File: src/rtl/a2d_scanner_if.sv
// A2D converter handshake: the scanner requests conversions, the converter
// returns a level completion flag with the 12-bit result.
interface a2d_scanner_if;
    logic        strt_cnv;
    logic [2:0]  chnnl;
    logic        cnv_cmplt;
    logic [11:0] res;

    modport master (output strt_cnv, chnnl, input cnv_cmplt, res);
    modport slave  (input strt_cnv, chnnl, output cnv_cmplt, res);
endinterface

File: src/rtl/a2d_scanner.sv
// Periodic multi-channel A2D scanner with per-channel IIR smoothing,
// conversion timeout and scan-overrun detection.
module a2d_scanner #(
    parameter int SCAN_PERIOD = 50000,
    parameter int NUM_CH      = 3,
    parameter int AVG_SHIFT   = 2,
    parameter int TIMEOUT     = 1023
) (
    input  logic               clk,
    input  logic               rst_n,
    input  logic               en,
    a2d_scanner_if.master      a2d,
    input  logic [2:0]         rd_ch,
    output logic [11:0]        rd_data,
    output logic [7:0]         vld,
    output logic               scan_done,
    output logic               err
);

    localparam int CNT_W = $clog2(SCAN_PERIOD + 1);
    localparam int TMO_W = $clog2(TIMEOUT + 1);
    localparam logic [CNT_W-1:0] CNT_LAST = CNT_W'(SCAN_PERIOD - 1);
    localparam logic [TMO_W-1:0] TMO_LAST = TMO_W'(TIMEOUT - 1);
    localparam logic [3:0]       NUM_CH_L = 4'(NUM_CH);
    localparam logic [3:0]       LAST_CH  = 4'(NUM_CH - 1);

    typedef enum logic [1:0] {
        IDLE  = 2'd0,
        START = 2'd1,
        WAIT  = 2'd2
    } state_t;

    // avg + ((smp - avg) >>> AVG_SHIFT); the step never overshoots smp, so the
    // sum stays inside the 12-bit unsigned range.
    function automatic logic [11:0] iir_step(input logic [11:0] avg, input logic [11:0] smp);
        logic signed [12:0] diff;
        logic signed [12:0] step;
        logic signed [13:0] sum;
        diff = $signed({1'b0, smp}) - $signed({1'b0, avg});
        step = diff >>> AVG_SHIFT;
        sum  = $signed({2'b00, avg}) + $signed({step[12], step});
        return sum[11:0];
    endfunction

    state_t           state_r;
    logic [CNT_W-1:0] cnt_r;
    logic [TMO_W-1:0] tmo_cnt_r;
    logic [2:0]       idx_r;
    logic             cmplt_prev_r;
    logic             strt_cnv_r;
    logic [2:0]       chnnl_r;
    logic             scan_done_r;
    logic             err_r;
    logic [7:0]       vld_r;
    logic [11:0]      avg_r [8];
    logic             wrap_s;
    logic             cmplt_s;
    logic             last_ch_s;

    assign wrap_s    = en && (cnt_r == CNT_LAST);
    assign cmplt_s   = a2d.cnv_cmplt && !cmplt_prev_r;
    assign last_ch_s = ({1'b0, idx_r} >= LAST_CH);

    assign a2d.strt_cnv = strt_cnv_r;
    assign a2d.chnnl    = chnnl_r;
    assign scan_done    = scan_done_r;
    assign err          = err_r;
    assign vld          = vld_r;

    // Read-back mux; channels outside the scanned set read as zero.
    always_comb begin
        rd_data = 12'd0;
        if ({1'b0, rd_ch} < NUM_CH_L) begin
            rd_data = avg_r[rd_ch];
        end else begin
            rd_data = 12'd0;
        end
    end

    // Scan period counter, held at zero while scanning is disabled.
    always_ff @(posedge clk or negedge rst_n) begin
        if (!rst_n) begin
            cnt_r <= '0;
        end else if (!en || (cnt_r == CNT_LAST)) begin
            cnt_r <= '0;
        end else begin
            cnt_r <= cnt_r + CNT_W'(1);
        end
    end

    // Previous completion level so only a fresh rising edge counts.
    always_ff @(posedge clk or negedge rst_n) begin
        if (!rst_n) begin
            cmplt_prev_r <= 1'b0;
        end else begin
            cmplt_prev_r <= a2d.cnv_cmplt;
        end
    end

    // Scan sequencer, filter bank and status flags.
    always_ff @(posedge clk or negedge rst_n) begin
        if (!rst_n) begin
            state_r     <= IDLE;
            idx_r       <= 3'd0;
            tmo_cnt_r   <= '0;
            strt_cnv_r  <= 1'b0;
            chnnl_r     <= 3'd0;
            scan_done_r <= 1'b0;
            err_r       <= 1'b0;
            vld_r       <= 8'd0;
            for (int i = 0; i < 8; i++) begin
                avg_r[i] <= 12'd0;
            end
        end else begin
            strt_cnv_r  <= 1'b0;
            scan_done_r <= 1'b0;
            // A period tick that arrives mid-scan is dropped as an overrun.
            if (wrap_s && (state_r != IDLE)) begin
                err_r <= 1'b1;
            end
            case (state_r)
                IDLE: begin
                    if (wrap_s) begin
                        state_r    <= START;
                        idx_r      <= 3'd0;
                        strt_cnv_r <= 1'b1;
                        chnnl_r    <= 3'd0;
                    end
                end
                START: begin
                    state_r   <= WAIT;
                    tmo_cnt_r <= '0;
                end
                WAIT: begin
                    if (cmplt_s || (tmo_cnt_r == TMO_LAST)) begin
                        if (cmplt_s) begin
                            if (vld_r[idx_r]) begin
                                avg_r[idx_r] <= iir_step(avg_r[idx_r], a2d.res);
                            end else begin
                                avg_r[idx_r] <= a2d.res;
                                vld_r[idx_r] <= 1'b1;
                            end
                        end else begin
                            err_r <= 1'b1;
                        end
                        if (!en) begin
                            state_r <= IDLE;
                        end else if (!last_ch_s) begin
                            state_r    <= START;
                            idx_r      <= idx_r + 3'd1;
                            strt_cnv_r <= 1'b1;
                            chnnl_r    <= idx_r + 3'd1;
                        end else begin
                            state_r     <= IDLE;
                            scan_done_r <= 1'b1;
                        end
                    end else begin
                        tmo_cnt_r <= tmo_cnt_r + TMO_W'(1);
                    end
                end
                default: begin
                    state_r <= IDLE;
                end
            endcase
        end
    end

endmodule

File: src/flat_wrapper.sv
// flat-port wrapper written by rule: the top's interface ports become plain ports
module a2d_scanner_flat 
#(
    parameter int SCAN_PERIOD = 50000,
    parameter int NUM_CH      = 3,
    parameter int AVG_SHIFT   = 2,
    parameter int TIMEOUT     = 1023
)
  (clk, rst_n, en, rd_ch, rd_data, vld, scan_done, err, a2d_strt_cnv, a2d_chnnl, a2d_cnv_cmplt, a2d_res);
  a2d_scanner_if a2d_i ();
  input  logic clk;
  input  logic rst_n;
  input  logic en;
  input  logic [2:0] rd_ch;
  output logic [11:0] rd_data;
  output logic [7:0] vld;
  output logic scan_done;
  output logic err;
  output wire logic [$bits(a2d_i.strt_cnv)-1:0] a2d_strt_cnv;
  output wire logic [$bits(a2d_i.chnnl)-1:0] a2d_chnnl;
  input wire logic [$bits(a2d_i.cnv_cmplt)-1:0] a2d_cnv_cmplt;
  input wire logic [$bits(a2d_i.res)-1:0] a2d_res;
  assign a2d_strt_cnv = a2d_i.strt_cnv;
  assign a2d_chnnl = a2d_i.chnnl;
  assign a2d_i.cnv_cmplt = a2d_cnv_cmplt;
  assign a2d_i.res = a2d_res;
  a2d_scanner #(.SCAN_PERIOD(SCAN_PERIOD), .NUM_CH(NUM_CH), .AVG_SHIFT(AVG_SHIFT), .TIMEOUT(TIMEOUT)) u_core (.clk(clk), .rst_n(rst_n), .en(en), .a2d(a2d_i), .rd_ch(rd_ch), .rd_data(rd_data), .vld(vld), .scan_done(scan_done), .err(err));
endmodule
File: config.mk
export PLATFORM = sky130hd
export DESIGN_NAME = a2d_scanner_flat
export DESIGN_NICKNAME = d
export VERILOG_FILES = /design/src/rtl/a2d_scanner_if.sv /design/src/rtl/a2d_scanner.sv /design/src/flat_wrapper.sv
export SDC_FILE = /design/constraint.sdc
export NUM_CORES = 1
export LEC_CHECK = 0
export ABC_AREA = 0
export BUFFER_PORTS_ARGS = -buffer_cell sky130_fd_sc_hd__buf_4
export CORE_ASPECT_RATIO = 1.75
export CORE_MARGIN = 3
export CORE_UTILIZATION = 35
export CTS_BUF_LIST = sky130_fd_sc_hd__clkbuf_8 sky130_fd_sc_hd__clkbuf_16
export CTS_CLUSTER_DIAMETER = 100
export CTS_CLUSTER_SIZE = 14
export DETAILED_ROUTE_END_ITERATION = 6
export SYNTH_ARGS = -nofsm -noshare
export SYNTH_HDL_FRONTEND = slang
export SYNTH_SLANG_ARGS = --single-unit
File: constraint.sdc
create_clock -name clk -period 7.79 [get_ports clk]
set_clock_uncertainty 0.2 [all_clocks]
set_input_delay 1.558 -clock clk [delete_from_list [all_inputs] [get_ports clk]]
set_output_delay 1.558 -clock clk [all_outputs]
set_load 0.05 [all_outputs]
* After elaboration in Yosys (flattened, before gate mapping)
Index checks and enable logic that the tools add are counted.
Storage, ports and cells: register bits 139, latch bits 0, RAM bits 0, ROM bits 0, bits of input ports 19, output and inout port bits 26, logic and storage cells 102, memories 0
Cells by class: $add $sub $neg 5, multipliers 0, div/mod/pow operators 0, $lt $le $gt $ge 7, eq/ne operators 9, shifts and indexed selects 0, mux-type cells 42, bitwise logic cells 4, reduce and logical (&&, ||, !) cells 18
Operators with widths (number):
- $bwmux W96 | 2
- $mux W96 | 1
- $bmux W12 S3 | 2
- $mux W12 | 6
- $demux W12 S3 | 1
- $pmux W10 S2 | 1
- $add A16 B1 Y16 const B | 1
- $eq A16 B16 Y1 const B | 1
- $mux W16 | 1
- $mux W1 | 15
- $sub A12 B12 Y13 | 1
- $add A12 B11 Y12 | 1
- $mux W3 | 4
- $add A10 B1 Y10 const B | 1
- $eq A10 B10 Y1 const B | 1
- $mux W10 | 1
- $ge A4 B4 Y1 const B | 2
- $not A3 Y4 | 2
- $or A8 B8 Y8 | 1
- $mux W2 | 3
- $ne A2 B2 Y1 const B | 3
- $pmux W2 S3 | 1
- $pmux W3 S2 | 1
- $reduce_bool A2 Y1 | 3
- other kinds (21) | 29

* Depth between registers and ports, before layout
depth after elaboration 8, gate-level depth with buffers 22, gate-level depth less buffers 20

* Least setup slack after synthesis
Ideal clock, no wire load.
path type reg2reg, start reg u_core.idx_r[2], end reg u_core.avg_r[35] (netlist bit), setup time 0.069 ns, arrival 5.455 ns, required time 7.521 ns, setup slack 2.066 ns, cell stages (with the launch flop) 21, path buffers 3, clock period less this slack 5.724 ns, cell sequence dfrtp_1 > clkbuf_1 > buf_1 > clkbuf_1 > o21ai_0 > a211oi_1 > ha_1 > nor2_1 > nor2_1 > o21a_1 > a21oi_1 > o31ai_1 > xor2_1 > ha_1 > a211o_1 > or3_1 > o211ai_1 > o21ai_1 > xor2_4 > mux2_2 > nand3_1
Between the ends: cells in the longest elaborated chain, start to end 8, elaborated cells between the ends (all ways) 16, classes of those cells add/sub: 2; order compare: 2; mux: 10; bitwise: 1; reduce/logical: 1
RTL lines:
- start: declaration | line a2d_scanner.sv:48 | logic [2:0] idx_r;
- start signal: assignment | line a2d_scanner.sv:150 | idx_r <= idx_r + 3'd1;
- $not A3 Y4 (not written as such) | line a2d_scanner.sv:138, a2d_scanner.sv:140
- $bmux W12 S3 | line a2d_scanner.sv:138 | avg_r[idx_r] <= iir_step(avg_r[idx_r], a2d.res);
- $mux W12 (not written as such) (2 in a row) | line a2d_scanner.sv:138
- $sub A12 B12 Y13 | line a2d_scanner.sv:39 | diff = $signed({1'b0, smp}) - $signed({1'b0, avg});
- $add A12 B11 Y12 | line a2d_scanner.sv:41 | sum = $signed({2'b00, avg}) + $signed({step[12], step});
- $bwmux W96 | line a2d_scanner.sv:138
- $mux W96 (*) | line a2d_scanner.sv:137 | if (vld_r[idx_r]) begin
- end signal: indexed assignment | line a2d_scanner.sv:138
- end signal: indexed assignment | line a2d_scanner.sv:140 | avg_r[idx_r] <= a2d.res;
- end: declaration | line a2d_scanner.sv:55 | logic [11:0] avg_r [8];
Every way passes the cells marked *; elsewhere a longest branch is shown, timed or not. The select of a mux whose other input is x is not followed. A chain may end at the register's enable or synchronous reset.

* Worst setup path after layout
start reg u_core.idx_r[1], end reg u_core.avg_r[35] (netlist bit)
The elaborated chain is that of the path after synthesis.

==> qor.txt <==
outcome: finished clean
layout cells sized above 1: 0.143
Critical path buffers and inverters: 0
Most Frequent Cell on Critical Path: nor2_1
critical path type: register to register
number of diodes added for antenna fixing: 0
count of distinct cell types in the synthesized netlist: 64
combined area of all synthesized cells: 0.00802 mm²
net count reported at finish: 973
filler instances: 2,278
number of antenna violations at the first check in global routing: 0
global router's overall resource usage: 0.193
worst stage delay on the critical path: 0.96 ns
Maximum Capacitance Violations: 0
routed vias: 6,609
post-cts hold buffer count: 0
cell taking the most area after synthesis: dfrtp_1
Setup TNS Final: 0 ns
CP top delay family: compound AO/OA/AOI/OAI gates
Power Dens Cells: 304 mW/mm²
post-placement worst setup slack: 1.83 ns
PostCTS Resize Cnt: 0
total core area: 0.0223 mm²
Period Utilization, post-route: 0.765
kind of path behind the tightest hold check: register to register
sequential standard cell area: 0.00348 mm²
via count of the first global-routing pass: 6,727
Final Worst Setup Slack: 1.83 ns
Clock Sinks: 139
final period demand of the worst path: 5.96 ns
slowest CP cell: dfrtp_1
die width: 120 µm
number of flops mapped to enable cells by yosys: 0
peak supply drop: 0.140 mV
fraction of registers with async set or reset after synthesis: 1.00
Req. time, crit path: 7.96 ns
largest net degree at the start of global routing: 90
depth of the CTS H-tree: 4
fmax: 168 MHz
number of antenna-violating nets in the routed design: 0
combined area of the multi-input logic cells: 0.00430 mm²
Clock Tree Root: clkbuf_16
Bufs on Longest Clock Path: 2
transition time at the pin with the least slew margin: 1.01 ns
total setup violations reported at the end of the flow: 0
detailed-route vias per instance: 5.36
number of max-slew violations in the final report: 0
Max Fanout on Critical Path: 20
post-synthesis net count: 937
initial drt markers: 382
area growth from synthesis to layout: 15.5%
total number of yosys warnings: 0
number of instances in the synthesized netlist: 889
drt total wl: 23.2 mm
number of buffers inserted by port buffering: 44
final number of hold-violating endpoints: 0
final global-route overflow total: 0
Yosys reg bits: 139
clock network latency to the later pin of the worst-skew pair: 0.44 ns
Avg Synthesized Cell Area: 9.02 µm²
clock tree from TritonCTS: built
number of buffers added by the clock tree synthesis step: 17
unrepaired setup endpoints after global routing: no
Lkg Pwr: 4.31 nW
area share of the largest cell type after synthesis: 0.434
main flop type after synthesis: dfrtp_1
type of origin of the critical path: register
Seq/Total Area, Yosys: 0.434
worst-case headroom to the max-slew limit: 0.320
number of placed I/O pins: 45
cells taking the most area after synthesis: dfrtp_1, nand2_1, nor2_1, a21oi_1, ha_1
cells along the critical path: nor2_1, a22oi_1, nor2_1, a211oi_1, ha_1, nor2_1, nor2_1, o21a_1, a21oi_1, o21ai_0, nor2b_1, mux2_2, ha_1, or3_1, o211ai_1, o21ai_1, xor2_4, mux2_2, nand3_1
post-detailed-route DRC marker count: 0
Die Y-Extent: 206 µm
element type at the critical path end: register
mean routed wirelength per cell: 18.8 µm
endpoint arrival time on the critical path: 6.13 ns
number of buffers inserted to repair setup after CTS: 0
standard-cell row count: 72
weighted congestion at the end of routability-driven global placement: 0.874
post-CTS clock slew at the launch and capture registers of the worst setup and hold paths: 0.06 ns
HPWL reported at the end of detailed placement: 17.1 mm
number of detailed-routing iterations run before antenna repair: 5
floorplan die area: 0.0248 mm²
wire length of the first global-routing pass: 36.5 mm
initial cell density of the core: 0.359
==> metal layers <==
metal | up-vias | track usage | wire length, µm
li1 | 3180 | - | -
met1 | 3230 | 0.210 | 9150
met2 | 150 | 0.349 | 12200
met3 | 49 | 0.0337 | 735
met4 | 0 | 0.107 | 1090
met5 | - | 0 | 0
==> layout by cell type, fill, tap and decap left out, types with 3 or more instances in the layout <==
| cell | synthesis | routed |
|---|---|---|
| a211oi_1 | 3 | 3 |
| a21o_1 | 11 | 11 |
| a21oi_1 | 70 | 70 |
| a22o_1 | 6 | 6 |
| a22oi_1 | 6 | 6 |
| a31oi_1 | 8 | 8 |
| and2_1 | 9 | 9 |
| and3_1 | 11 | 11 |
| buf_4 | 0 | 57 |
| bufinv_16 | 0 | 3 |
| clkbuf_16 | 0 | 17 |
| clkinv_2 | 0 | 4 |
| clkinvlp_4 | 0 | 3 |
| dfrtp_1 | 139 | 138 |
| ha_1 | 28 | 28 |
| inv_1 | 19 | 19 |
| inv_6 | 0 | 3 |
| mux2_2 | 17 | 17 |
| mux2i_1 | 30 | 30 |
| mux4_2 | 9 | 9 |
| nand2_1 | 128 | 128 |
| nand2b_1 | 5 | 5 |
| nand3_1 | 30 | 30 |
| nand3b_1 | 3 | 3 |
| nand4_1 | 7 | 7 |
| nor2_1 | 115 | 115 |
| nor2b_1 | 14 | 14 |
| nor3_1 | 15 | 14 |
| o21a_1 | 4 | 4 |
| o21ai_0 | 69 | 69 |
| o21ai_1 | 8 | 8 |
| o21bai_1 | 3 | 3 |
| o31ai_1 | 4 | 4 |
| or2_2 | 6 | 6 |
| or3_1 | 5 | 5 |
| xnor2_1 | 15 | 15 |
| xor2_1 | 18 | 18 |
==> report_power, final <==
part | switching [mW] | internal (mW) | leakage, nW
clock network | 0.329 | 0.512 | 0.293
logic | 0.726 | 0.430 | 2.11
registers | 0.0516 | 0.766 | 1.91
total | 1.11 | 1.71 | 4.31
==> Yosys cell counts, drive strengths merged (4+ instances only) <==
master and number:
xnor2 15, o31ai 4, a21oi 71, nor2b 14
xor2 19, and2 10, a22oi 6, and3 11
buf 13, a22o 6, a21o 11, inv 19
a31oi 9, mux2 18, mux2i 31, dfrtp 139
mux4 10, or2 6, clkbuf 28, nor2 115
nand2 128, o21ai 78, nand4 7, nor3 15
o21a 4, ha 28, or3 5, nand3 30
nand2b 5
==> path summary, 6_finish.rpt <==
check	from	to	slack, ns	cells after the start
hold reg to reg	u_core.cnt_r[0]	u_core.cnt_r[0]	0.27	1
max in group asynchronous	rst_n	u_core.idx_r[2]	5.12	2
hold / removal	u_core.cnt_r[0]	u_core.cnt_r[0]	0.27	1
setup reg to reg	u_core.idx_r[1]	u_core.avg_r[35]	1.83	19
min in group asynchronous	rst_n	u_core.avg_r[27]	0.99	1
setup / recovery	u_core.idx_r[1]	u_core.avg_r[35]	1.83	19
==> per-stage QoR <==
stage | hold WS [ns] | util | area (µm²) | std cells | power (mW)
after floorplan | 0.225 | - | 8020 | 889 | 1.67
after global placement | 0.242 | 0.387 | 8660 | 1202 | 1.96
final | 0.271 | 0.415 | 9260 | 1234 | 2.81
after CTS | 0.272 | 0.415 | 9260 | 1234 | 2.82
after detailed placement | 0.259 | 0.387 | 8660 | 1202 | 1.97
after global routing | 0.289 | 0.415 | 9260 | 1234 | 2.98
==> registers in the layout (all words and copies together), names as in the netlist <==
register	flops
u_core.vld	8
u_core.state_r	2
u_core.tmo_cnt_r	10
u_core.cmplt_prev_r	1
u_core.scan_done	1
u_core.a2d.strt_cnv	1
u_core.err	1
u_core.cnt_r	16
u_core.avg_r	96
u_core.idx_r	3
==> cell type report <==
class                   count  area share
clock buffers              18      0.0474
clock inverters            14      0.0181
inverters                  19     0.00770
multi-input cells         690       0.464
flip-flops and latches    139       0.376
well taps                 296      0.0400
repair buffers             58      0.0474
==> cells by family after synthesis <==
group / Yosys count / share of synthesized area
DFF: 139 / 0.434
xor gates and xnor gates: 34 / 0.0395
adders and majority gates: 29 / 0.0462
buffers and inverters: 60 / 0.0317
and+or+nand+nor: 354 / 0.195
AOI/OAI and AO/OA: 214 / 0.161
muxes: 59 / 0.0930
Note: power is estimated with default switching activity, not from simulation.
